[config.mk]
export PLATFORM = sky130hd
export DESIGN_NAME = nrd_div_16b_flat
export DESIGN_NICKNAME = d
export VERILOG_FILES = /design/src/rtl/nrd_div_16b_if.sv /design/src/rtl/nrd_div_16b.sv /design/src/flat_wrapper.sv
export SDC_FILE = /design/constraint.sdc
export NUM_CORES = 1
export LEC_CHECK = 0
export CAP_MARGIN = 5
export CORE_ASPECT_RATIO = 1.75
export CORE_MARGIN = 3
export CORE_UTILIZATION = 45
export CTS_CLUSTER_SIZE = 30
export DETAILED_ROUTE_END_ITERATION = 10
export HOLD_SLACK_MARGIN = 0.03
export PLACE_DENSITY = 0.66
export SETUP_SLACK_MARGIN = 0.02
export SLEW_MARGIN = 15
export SYNTH_ARGS = -nofsm -noshare
export SYNTH_HDL_FRONTEND = slang
export SYNTH_SLANG_ARGS = --single-unit
export TNS_END_PERCENT = 50
[constraint.sdc]
create_clock -name clk -period 8.4 [get_ports clk]
set_input_delay 1.68 -clock clk [delete_from_list [all_inputs] [get_ports clk]]
set_output_delay 1.68 -clock clk [all_outputs]
set_load 0.02 [all_outputs]
[src/rtl/nrd_div_16b_if.sv]
// Request/response bundle for the 16-bit non-restoring divider.
// The master issues start with the operands; the slave returns busy, out_valid, the results and the flags.
interface nrd_div_16b_if;
    logic        start;
    logic [15:0] dividend;
    logic [15:0] divisor;
    logic        busy;
    logic        out_valid;
    logic [15:0] quotient;
    logic [15:0] remainder;
    logic        div_zero;
    logic        ovf;

    modport master (
        output start, dividend, divisor,
        input  busy, out_valid, quotient, remainder, div_zero, ovf
    );

    modport slave (
        input  start, dividend, divisor,
        output busy, out_valid, quotient, remainder, div_zero, ovf
    );
endinterface

[src/rtl/nrd_div_16b.sv]
// Radix-2 non-restoring divider built around one 16-bit CLA. Latency is a fixed 17 cycles from accept to out_valid.
// One operation is in flight at a time, and start is ignored while busy, with no queuing.
module cla_16b (
    input  logic [15:0] a,
    input  logic [15:0] b,
    input  logic        cin,
    output logic [15:0] sum,
    output logic        cout
);
    logic [15:0] g, p;
    logic [16:0] c;
    logic [3:0]  gg, gp;
    logic [4:0]  gc;

    always_comb begin
        g  = a & b;
        p  = a ^ b;
        gc = '0;
        c  = '0;
        gc[0] = cin;
        for (int k = 0; k < 4; k++) begin
            gg[k] = g[4*k+3] | (p[4*k+3] & g[4*k+2]) | (p[4*k+3] & p[4*k+2] & g[4*k+1])
                  | (p[4*k+3] & p[4*k+2] & p[4*k+1] & g[4*k]);
            gp[k] = &p[4*k +: 4];
            gc[k+1] = gg[k] | (gp[k] & gc[k]);
        end
        for (int i = 0; i < 16; i++) begin
            c[i+1] = ((i % 4) == 3) ? gc[i/4 + 1] : (g[i] | (p[i] & ((i % 4) == 0 ? gc[i/4] : c[i])));
        end
        sum  = p ^ {c[15:1], gc[0]};
        cout = gc[4];
    end
endmodule

module nrd_div_16b #(
    parameter int WIDTH  = 16,
    parameter bit SIGNED = 1'b1
) (
    input logic         clk,
    input logic         rst_n,
    nrd_div_16b_if.slave dv
);
    typedef enum logic [1:0] {IDLE, CALC, FIX} state_t;
    state_t state, state_nxt;

    logic [WIDTH:0]   r;
    logic [WIDTH-1:0] q, d, dvd;
    logic [3:0]       cnt;
    logic             neg_q, neg_r, dz, of;
    logic [WIDTH-1:0] quo_q, rem_q;
    logic             vld_q, dz_q, ovf_q;

    logic [WIDTH:0]   r_sh, add_sum, r_fix;
    logic [WIDTH-1:0] add_a, add_b, add_s, q_fin, r_fin, dvd_mag, dsr_mag;
    logic             sub, add_co;

    cla_16b u_cla (.a(add_a), .b(add_b), .cin(sub), .sum(add_s), .cout(add_co));

    always_ff @(posedge clk) begin
        if (!rst_n) begin
            state <= IDLE;
            r     <= '0;
            q     <= '0;
            d     <= '0;
            dvd   <= '0;
            cnt   <= '0;
            neg_q <= 1'b0;
            neg_r <= 1'b0;
            dz    <= 1'b0;
            of    <= 1'b0;
            quo_q <= '0;
            rem_q <= '0;
            vld_q <= 1'b0;
            dz_q  <= 1'b0;
            ovf_q <= 1'b0;
        end else begin
            state <= state_nxt;
            vld_q <= 1'b0;
            case (state)
                IDLE: if (dv.start) begin
                    r     <= '0;
                    q     <= dvd_mag;
                    d     <= dsr_mag;
                    dvd   <= dv.dividend;
                    cnt   <= '0;
                    neg_q <= SIGNED && (dv.dividend[WIDTH-1] ^ dv.divisor[WIDTH-1]);
                    neg_r <= SIGNED && dv.dividend[WIDTH-1];
                    dz    <= (dv.divisor == '0);
                    of    <= SIGNED && (dv.dividend == 16'h8000) && (dv.divisor == 16'hFFFF);
                end
                CALC: begin
                    r   <= add_sum;
                    q   <= {q[WIDTH-2:0], ~add_sum[WIDTH]};
                    cnt <= cnt + 4'd1;
                end
                FIX: begin
                    vld_q <= 1'b1;
                    dz_q  <= dz;
                    ovf_q <= of;
                    if (dz) begin
                        quo_q <= 16'hFFFF;
                        rem_q <= dvd;
                    end else if (of) begin
                        quo_q <= 16'h8000;
                        rem_q <= '0;
                    end else begin
                        quo_q <= q_fin;
                        rem_q <= r_fin;
                    end
                end
                default: ;
            endcase
        end
    end

    always_comb begin
        state_nxt = state;
        case (state)
            IDLE:    if (dv.start) state_nxt = CALC;
            CALC:    if (cnt == 4'd15) state_nxt = FIX;
            FIX:     state_nxt = IDLE;
            default: state_nxt = IDLE;
        endcase
    end

    // The CLA does the per-iteration add/subtract in CALC and the final restore add in FIX.
    // The 17th bit of the partial remainder is completed here from the CLA carry-out.
    always_comb begin
        r_sh    = {r[WIDTH-1:0], q[WIDTH-1]};
        sub     = (state == CALC) && !r[WIDTH];
        add_a   = (state == CALC) ? r_sh[WIDTH-1:0] : r[WIDTH-1:0];
        add_b   = sub ? ~d : d;
        add_sum = {((state == CALC) ? r_sh[WIDTH] : r[WIDTH]) ^ sub ^ add_co, add_s};
        r_fix   = r[WIDTH] ? add_sum : r;
        q_fin   = neg_q ? -q : q;
        r_fin   = neg_r ? -r_fix[WIDTH-1:0] : r_fix[WIDTH-1:0];
        dvd_mag = (SIGNED && dv.dividend[WIDTH-1]) ? -dv.dividend : dv.dividend;
        dsr_mag = (SIGNED && dv.divisor[WIDTH-1])  ? -dv.divisor  : dv.divisor;
    end

    assign dv.busy      = (state != IDLE) || vld_q;
    assign dv.out_valid = vld_q;
    assign dv.quotient  = quo_q;
    assign dv.remainder = rem_q;
    assign dv.div_zero  = dz_q;
    assign dv.ovf       = ovf_q;
endmodule

[src/flat_wrapper.sv]
// flat-port wrapper written by rule: the top's interface ports become plain ports
module nrd_div_16b_flat 
#(
    parameter int WIDTH  = 16,
    parameter bit SIGNED = 1'b1
)
  (clk, rst_n, dv_start, dv_dividend, dv_divisor, dv_busy, dv_out_valid, dv_quotient, dv_remainder, dv_div_zero, dv_ovf);
  nrd_div_16b_if dv_i ();
  input logic clk;
  input logic rst_n;
  input wire logic [$bits(dv_i.start)-1:0] dv_start;
  input wire logic [$bits(dv_i.dividend)-1:0] dv_dividend;
  input wire logic [$bits(dv_i.divisor)-1:0] dv_divisor;
  output wire logic [$bits(dv_i.busy)-1:0] dv_busy;
  output wire logic [$bits(dv_i.out_valid)-1:0] dv_out_valid;
  output wire logic [$bits(dv_i.quotient)-1:0] dv_quotient;
  output wire logic [$bits(dv_i.remainder)-1:0] dv_remainder;
  output wire logic [$bits(dv_i.div_zero)-1:0] dv_div_zero;
  output wire logic [$bits(dv_i.ovf)-1:0] dv_ovf;
  assign dv_i.start = dv_start;
  assign dv_i.dividend = dv_dividend;
  assign dv_i.divisor = dv_divisor;
  assign dv_busy = dv_i.busy;
  assign dv_out_valid = dv_i.out_valid;
  assign dv_quotient = dv_i.quotient;
  assign dv_remainder = dv_i.remainder;
  assign dv_div_zero = dv_i.div_zero;
  assign dv_ovf = dv_i.ovf;
  nrd_div_16b #(.WIDTH(WIDTH), .SIGNED(SIGNED)) u_core (.clk(clk), .rst_n(rst_n), .dv(dv_i));
endmodule
# Word-level counts from Yosys, hierarchy flattened
# Cells that the tools add are included.
[totals]
register_bits = 110
elab_cells = 136
inputBits = 35
[classes]
n_addsub = 5
n_eq_ne = 7
n_reduce_logical = 15
muxes = 22
bitwise = 72
[ops]
columns = ["operator", "count"]
rows = [
  ["$mux W16", 12],
  ["$neg A16 Y16", 4],
  ["$and A1 B1 Y1", 36],
  ["$pmux W17 S2", 1],
  ["$eq A16 B16 Y1 const B", 2],
  ["$pmux W16 S2", 1],
  ["$xor A16 B16 Y16", 2],
  ["$or A1 B1 Y1", 28],
  ["$mux W17", 1],
  ["$and A16 B16 Y16", 1],
  ["$logic_not A16 Y1", 1],
  ["$not A16 Y16", 1],
  ["$reduce_and A4 Y1", 4],
  ["$pmux W4 S2", 1],
  ["$reduce_and A2 Y1", 3],
  ["$add A4 B1 Y4 const B", 1],
  ["$eq A4 B4 Y1 const B", 1],
  ["$mux W2", 2],
  ["$mux W4", 1],
  ["$pmux W2 S2", 1],
  ["$reduce_bool A2 Y1", 2],
  ["$xor A1 B1 Y1", 3],
  ["$eq A2 B1 Y1 const B", 1],
  ["$eq A2 B2 Y1 const B", 1],
  ["8 further kinds", 10],
]

# Logic depth before layout (Yosys ltp)
[depth]
depth_word = 25
mapped_depth = 23

# By module
# A second synthesis with hierarchy kept.
[hier_totals]
hier_cells = 842
hier_area_um2 = 6713.9
[modules_own_cells]
columns = ["module", "seq_area_each_um2", "instances", "area_per_inst_um2", "cells_each"]
rows = [
  ["nrd_div_16b", 2182.1, 1, 6008.3, 765],
  ["cla_16b", 0.0, 1, 705.7, 77],
]

# Worst setup path after synthesis
# OpenSTA, ideal clock, no wires.
[synth_path]
path_type = "reg2reg"
from = "register u_core.r[16]"
to = "register u_core.rem_q[14] (netlist: u_core.dv.remainder[14])"
required_time_ps = 8330
t_arrival_ps = 5032
setup_slack_ps = 3297
stages_incl_launch_ff = 22
cell_sequence = "dfxtp_1 buf_2 buf_2 buf_1 buf_2 nor2_1 buf_2 xor2_1 ha_1 nor4bb_1 o2111ai_1 a21oi_1 nor2_1 nor2_1 nor2_1 fa_1 fa_1 inv_1 fa_1 mux2_2 or4_1 a21oi_1"
[synth_between]
elab_chain_len = 23
elab_cells_between_ends = 66
classes_between = "1 x add/sub; 5 x mux; 55 x bitwise; 5 x reduce/logical"
[synth_lines]
columns = ["element", "line_no", "rtl"]
rows = [
  ["from (decl)", "nrd_div_16b.sv:46", "logic [WIDTH:0] r;"],
  ["from (signal assigned)", "nrd_div_16b.sv:92", "r <= add_sum;"],
  ["$logic_not A1 Y1", "nrd_div_16b.sv:130", "sub = (state == CALC) && !r[WIDTH];"],
  ["$logic_and A1 B1 Y1", "nrd_div_16b.sv:130", ""],
  ["$mux W16", "nrd_div_16b.sv:132", "add_b = sub ? ~d : d;"],
  ["$xor A16 B16 Y16 / $and A16 B16 Y16 (equally long branches)", "nrd_div_16b.sv:17, nrd_div_16b.sv:16", ""],
  ["$and A1 B1 Y1 (on tied branches)", "nrd_div_16b.sv:22, nrd_div_16b.sv:23", ""],
  ["$or A1 B1 Y1, or another cell as far along", "nrd_div_16b.sv:22", "gg[k] = g[4*k+3] | (p[4*k+3] & g[4*k+2]) | (p[4*k+3] & p[4*k+2] & g[4*k+1])"],
  ["$or A1 B1 Y1 / $and A1 B1 Y1 (equally long branches)", "nrd_div_16b.sv:22, nrd_div_16b.sv:23", ""],
  ["$or A1 B1 Y1", "nrd_div_16b.sv:23", "| (p[4*k+3] & p[4*k+2] & p[4*k+1] & g[4*k]);"],
  ["[... 7 more ...]", "--", ""],
  ["$and A1 B1 Y1", "nrd_div_16b.sv:28", "c[i+1] = ((i % 4) == 3) ? gc[i/4 + 1] : (g[i] | (p[i] & ((i % 4) == 0 ? gc[i/4] : c[i])));"],
  ["$or A1 B1 Y1", "nrd_div_16b.sv:28", ""],
  ["$xor A16 B16 Y16", "nrd_div_16b.sv:30", "sum = p ^ {c[15:1], gc[0]};"],
  ["$mux W16 *", "nrd_div_16b.sv:134", "r_fix = r[WIDTH] ? add_sum : r;"],
  ["$neg A16 Y16", "nrd_div_16b.sv:136", "r_fin = neg_r ? -r_fix[WIDTH-1:0] : r_fix[WIDTH-1:0];"],
  ["$mux W16 *", "nrd_div_16b.sv:136", ""],
  ["$mux W16 *", "nrd_div_16b.sv:103", "end else if (of) begin"],
  ["$mux W16 *", "nrd_div_16b.sv:100", "if (dz) begin"],
  ["to (signal assigned)", "nrd_div_16b.sv:102", "rem_q <= dvd;"],
  ["to (signal assigned)", "nrd_div_16b.sv:108", "rem_q <= r_fin;"],
  ["to (decl)", "nrd_div_16b.sv:50", "logic [WIDTH-1:0] quo_q, rem_q;"],
]
# Every way passes the cells marked *; elsewhere a longest branch is shown, timed or not.
# A chain may end at the register's enable or synchronous reset.

# Final worst setup path
[layout_path]
from = "register u_core.state[0]"
to = "register u_core.rem_q[14] (netlist: u_core.dv.remainder[14])"
[layout_between]
elab_chain_len = 23
elab_cells_between_ends = 68
classes_between = "1 x add/sub; 2 x eq/ne; 6 x mux; 55 x bitwise; 4 x reduce/logical"
[layout_lines]
columns = ["element", "line_no", "rtl"]
rows = [
  ["from (decl)", "nrd_div_16b.sv:44", "state_t state, state_nxt;"],
  ["from (signal assigned)", "nrd_div_16b.sv:77", "state <= state_nxt;"],
  ["$eq A2 B1 Y1", "nrd_div_16b.sv:130, nrd_div_16b.sv:131", ""],
  ["$logic_and A1 B1 Y1", "nrd_div_16b.sv:130", ""],
  ["$mux W16", "nrd_div_16b.sv:132", ""],
  ["$xor A16 B16 Y16 / $and A16 B16 Y16 (equally long branches)", "nrd_div_16b.sv:17, nrd_div_16b.sv:16", ""],
  ["$and A1 B1 Y1 (on tied branches)", "nrd_div_16b.sv:22, nrd_div_16b.sv:23", ""],
  ["$or A1 B1 Y1, or another cell as far along", "nrd_div_16b.sv:22", ""],
  ["$or A1 B1 Y1 / $and A1 B1 Y1 (equally long branches)", "nrd_div_16b.sv:22, nrd_div_16b.sv:23", ""],
  ["$or A1 B1 Y1", "nrd_div_16b.sv:23", ""],
  ["[... 7 more ...]", "--", ""],
  ["$and A1 B1 Y1", "nrd_div_16b.sv:28", ""],
  ["$or A1 B1 Y1", "nrd_div_16b.sv:28", ""],
  ["$xor A16 B16 Y16", "nrd_div_16b.sv:30", ""],
  ["$mux W16", "nrd_div_16b.sv:134", ""],
  ["$neg A16 Y16", "nrd_div_16b.sv:136", ""],
  ["$mux W16", "nrd_div_16b.sv:136", ""],
  ["$mux W16", "nrd_div_16b.sv:103", ""],
  ["$mux W16", "nrd_div_16b.sv:100", ""],
]
# Parallel ways exist; a longest one is shown, timed or not.

==> out/metrics.csv <==
metric,value,unit
proportion of layout cells with a drive suffix above 1,5.13,%
sequential fraction of the synthesis area,33.0,%
first-pass GRT wire length,31.9,mm
Max Buffers Root-to-Sink,2,
"Setup Fix Bufs, Post-CTS",0,
cells after synthesis,858,
Post-synth top cells,"163 x nand2_1, 109 x dfxtp_1, 84 x a21oi_1",
asr flop ratio synth,0,%
YS warnings,0,
NumNets Final,960,
pin count of the biggest net entering global routing,70,
CTS root buf,clkbuf_16,
Buf/Inv on CP,3,
startpoint types,flop,
Synth Cell Area,0.00662,sq mm
total negative slack,0,ns
slew of the pin with the lowest slew margin,1.01,ns
Detailed Routing Iterations Pass 1,7,
Yosys top cell area share,33.0,%
crit-path max FO,29,
total track usage,24.5,%
most common cell in the netlist,nand2_1,
Remaining DRCs,0,
Synth cell types,61,
dpl ws,3.34,ns
Resize count post-CTS,0,
Power Internal,0.905,mW
Initial Utilization,46.1,%
WL per Instance,18.2,microns
Crit. End Element,flop,
Final Max Slew Viols,0,
H-tree depth,3,
number of diodes,0,
Setup CP Type,reg -> reg,
vias per cell,5.75,
Die Span Y,166,microns
Die X,97.7,microns
die area,0.0163,sq mm
crit path DAT,5.48,ns
PwrDens,180,mW/mm^2
cell taking the most area after synthesis,dfxtp_1,
vias in the first global route,6125,
Via Count,6195,
Final ANT Viol Nets,0,
area grow syn2layout,16.9,%
CTS tree,done,
global-route congestion overflow total,0,
num rows,58,
IO Pins,71,
crit share post-route,61.6,%
critical path's largest stage delay,0.69,ns
Starting DRT DRC Count,365,
top_reg_cell synth,dfxtp_1,
"EDFF count, synth",0,
#FFs+latches synth,109,
detailed placement HPWL,14.4,mm
Logic pwr share,25.7,%
Fmax,193,MHz
gpl congestion,0.875,
syn_nets,926,
sw frac,35.0,%
CORE AREA,0.0144,sq mm
Max Cap Violations,0,
Setup Skew,0.0132,ns
switching power,0.488,mW
Mean Syn Cell Area,7.72,sq um
Max-slew headroom,32.0,%
RSZ-0062 raised after global routing,no,
leakage power,2.99,nW
largest cells by area after synthesis,"dfxtp_1 33%, nand2_1 9.2%, a21oi_1 6.4%",
DRT Wirelength,19.6,mm
CTS buffer count,9,
sequential share of power,41.1,%
hold_buf cts,0,
IO buf count,70,
minimum clock period,5.18,ns
Worst IR Drop VDD,0.0000915,V
clock sinks,109,
clk slew on worst S/H paths,0.09,ns
worst hold path type,reg -> reg,
clock network latency to the later pin of the worst-skew pair,0.37,ns
Setup Viol. Count Final,0,
worst setup margin,3.22,ns
clock share of power,33.2,%
outcome,completed,
Required @ worst endpoint,8.70,ns
critical path's slowest cell,nor2b_2,
antenna violations before repair,0,
Final Hold Fails,0,
worst-path cell chain,"nor2b_2, buf_4, nand2_1, nand2_1, ha_1, nor4bb_1, o2111ai_1, nand2_1, fa_1, inv_1, fa_1, inv_1, fa_1, xor2_1, nor2_1, o2111ai_1, nor2_1, or4_1, a21oi_1",
cell family with most CP delay,simple AND/OR/NAND/NOR gates,
## cell type report
cell class | count | area (sq um)
fill | 1411 | 6630
multi-input combinational | 665 | 4130
sequential | 109 | 2180
timing repair buffer | 80 | 776
clock buffer | 9 | 225
tap | 180 | 225
inverter | 27 | 101
clock inverter | 7 | 100
## cells by family (layout without fill, tap and decap cells)
family / Yosys count / in the layout / share of synthesized area, %
fa+ha+maj: 33 / 33 / 7.48
xor+xnor: 71 / 71 / 9.39
simple gates: 320 / 320 / 21.8
buf+inv: 84 / 123 / 4.84
flops: 109 / 109 / 33.0
compound gates: 228 / 228 / 21.5
mux: 13 / 13 / 2.00
## per-stage QoR
step | utilization (%) | cell area (sq um) | hold WS (ns) | total power [mW] | cells
2_1_floorplan | - | 6620 | 0.432 | 0.829 | 858
3_3_place_gp | 51.6 | 7410 | 0.442 | 0.936 | 1061
3_5_place_dp | 51.6 | 7410 | 0.448 | 0.938 | 1061
4_1_cts | 53.9 | 7740 | 0.462 | 1.40 | 1077
5_1_grt | 53.9 | 7740 | 0.485 | 1.46 | 1077
6_report | 53.9 | 7740 | 0.460 | 1.39 | 1077
## power by group through the flow
stage | Clock, mW | Combinational [mW] | Sequential (mW)
3_3_place_gp | 0 | 0.353 | 0.583
2_1_floorplan | 0 | 0.258 | 0.571
5_1_grt | 0.489 | 0.398 | 0.577
3_5_place_dp | 0 | 0.355 | 0.583
4_1_cts | 0.469 | 0.357 | 0.572
6_report | 0.463 | 0.358 | 0.572
## path summary, 6_finish.rpt
check,cells past startpoint,startpoint,slack [ns],endpoint
min,2,u_core.dvd[3],0.46,u_core.dvd[3]
max,19,u_core.state[0],3.22,u_core.dv.remainder[14]
min reg2reg,2,u_core.dvd[3],0.46,u_core.dvd[3]
max reg2reg,19,u_core.state[0],3.22,u_core.dv.remainder[14]
## flip-flops by register name, indices dropped and copies added (netlist names)
signal / count
u_core.dv.quotient: 16
u_core.dz: 1
u_core.neg_r: 1
u_core.d: 16
u_core.r: 17
u_core.cnt: 4
u_core.state: 2
u_core.dvd: 15
u_core.of: 1
u_core.neg_q: 1
u_core.dv.ovf: 1
u_core.dv.remainder: 16
u_core.dv.out_valid: 1
u_core.dv.div_zero: 1
u_core.q: 16
## worst register-to-register path: cells and delay by family (launching register included)
family	cells	cell delay [ns]
compound gates	3	0.80
fa+ha+maj	4	1.19
buf+inv	3	0.56
simple gates	8	1.79
xor+xnor	1	0.31
flops	1	0.46
## placed cells by master (no fill, tap or decap), types with 3 or more instances in the layout
master,Yosys,layout
xor2_1,37,37
fa_1,11,11
o41ai_1,5,5
ha_1,22,22
buf_4,0,10
a21o_1,6,6
a21boi_0,4,4
mux2i_1,11,11
a21oi_1,84,84
xnor2_1,34,34
dfxtp_1,109,109
o2111ai_1,3,3
o311ai_0,3,3
o31ai_1,14,14
nor4_1,4,4
or2_2,7,7
nand3_1,25,25
nand2_1,163,163
nand2b_1,4,4
o21ai_0,47,47
nand3b_1,3,3
nor2_1,63,63
and3_1,7,7
o22a_1,6,6
a211oi_1,13,13
inv_1,26,26
a22oi_1,11,11
nor2b_1,5,3
a31oi_1,11,11
clkdlybuf4s50_1,0,70
nor3_1,8,8
nand4_1,9,9
or3_1,4,4
or4_1,5,5
clkbuf_16,0,9
o22ai_1,5,5
## metal layers
metal	vias up	share of wire, %	GRT usage, %
met5	-	0	0
met4	0	5.2	13.6
met3	51	2.7	2.35
met2	159	54	45.3
met1	2921	38	26.9
li1	3064	-	-
No activity file was read; power rests on OpenSTA's default activity.
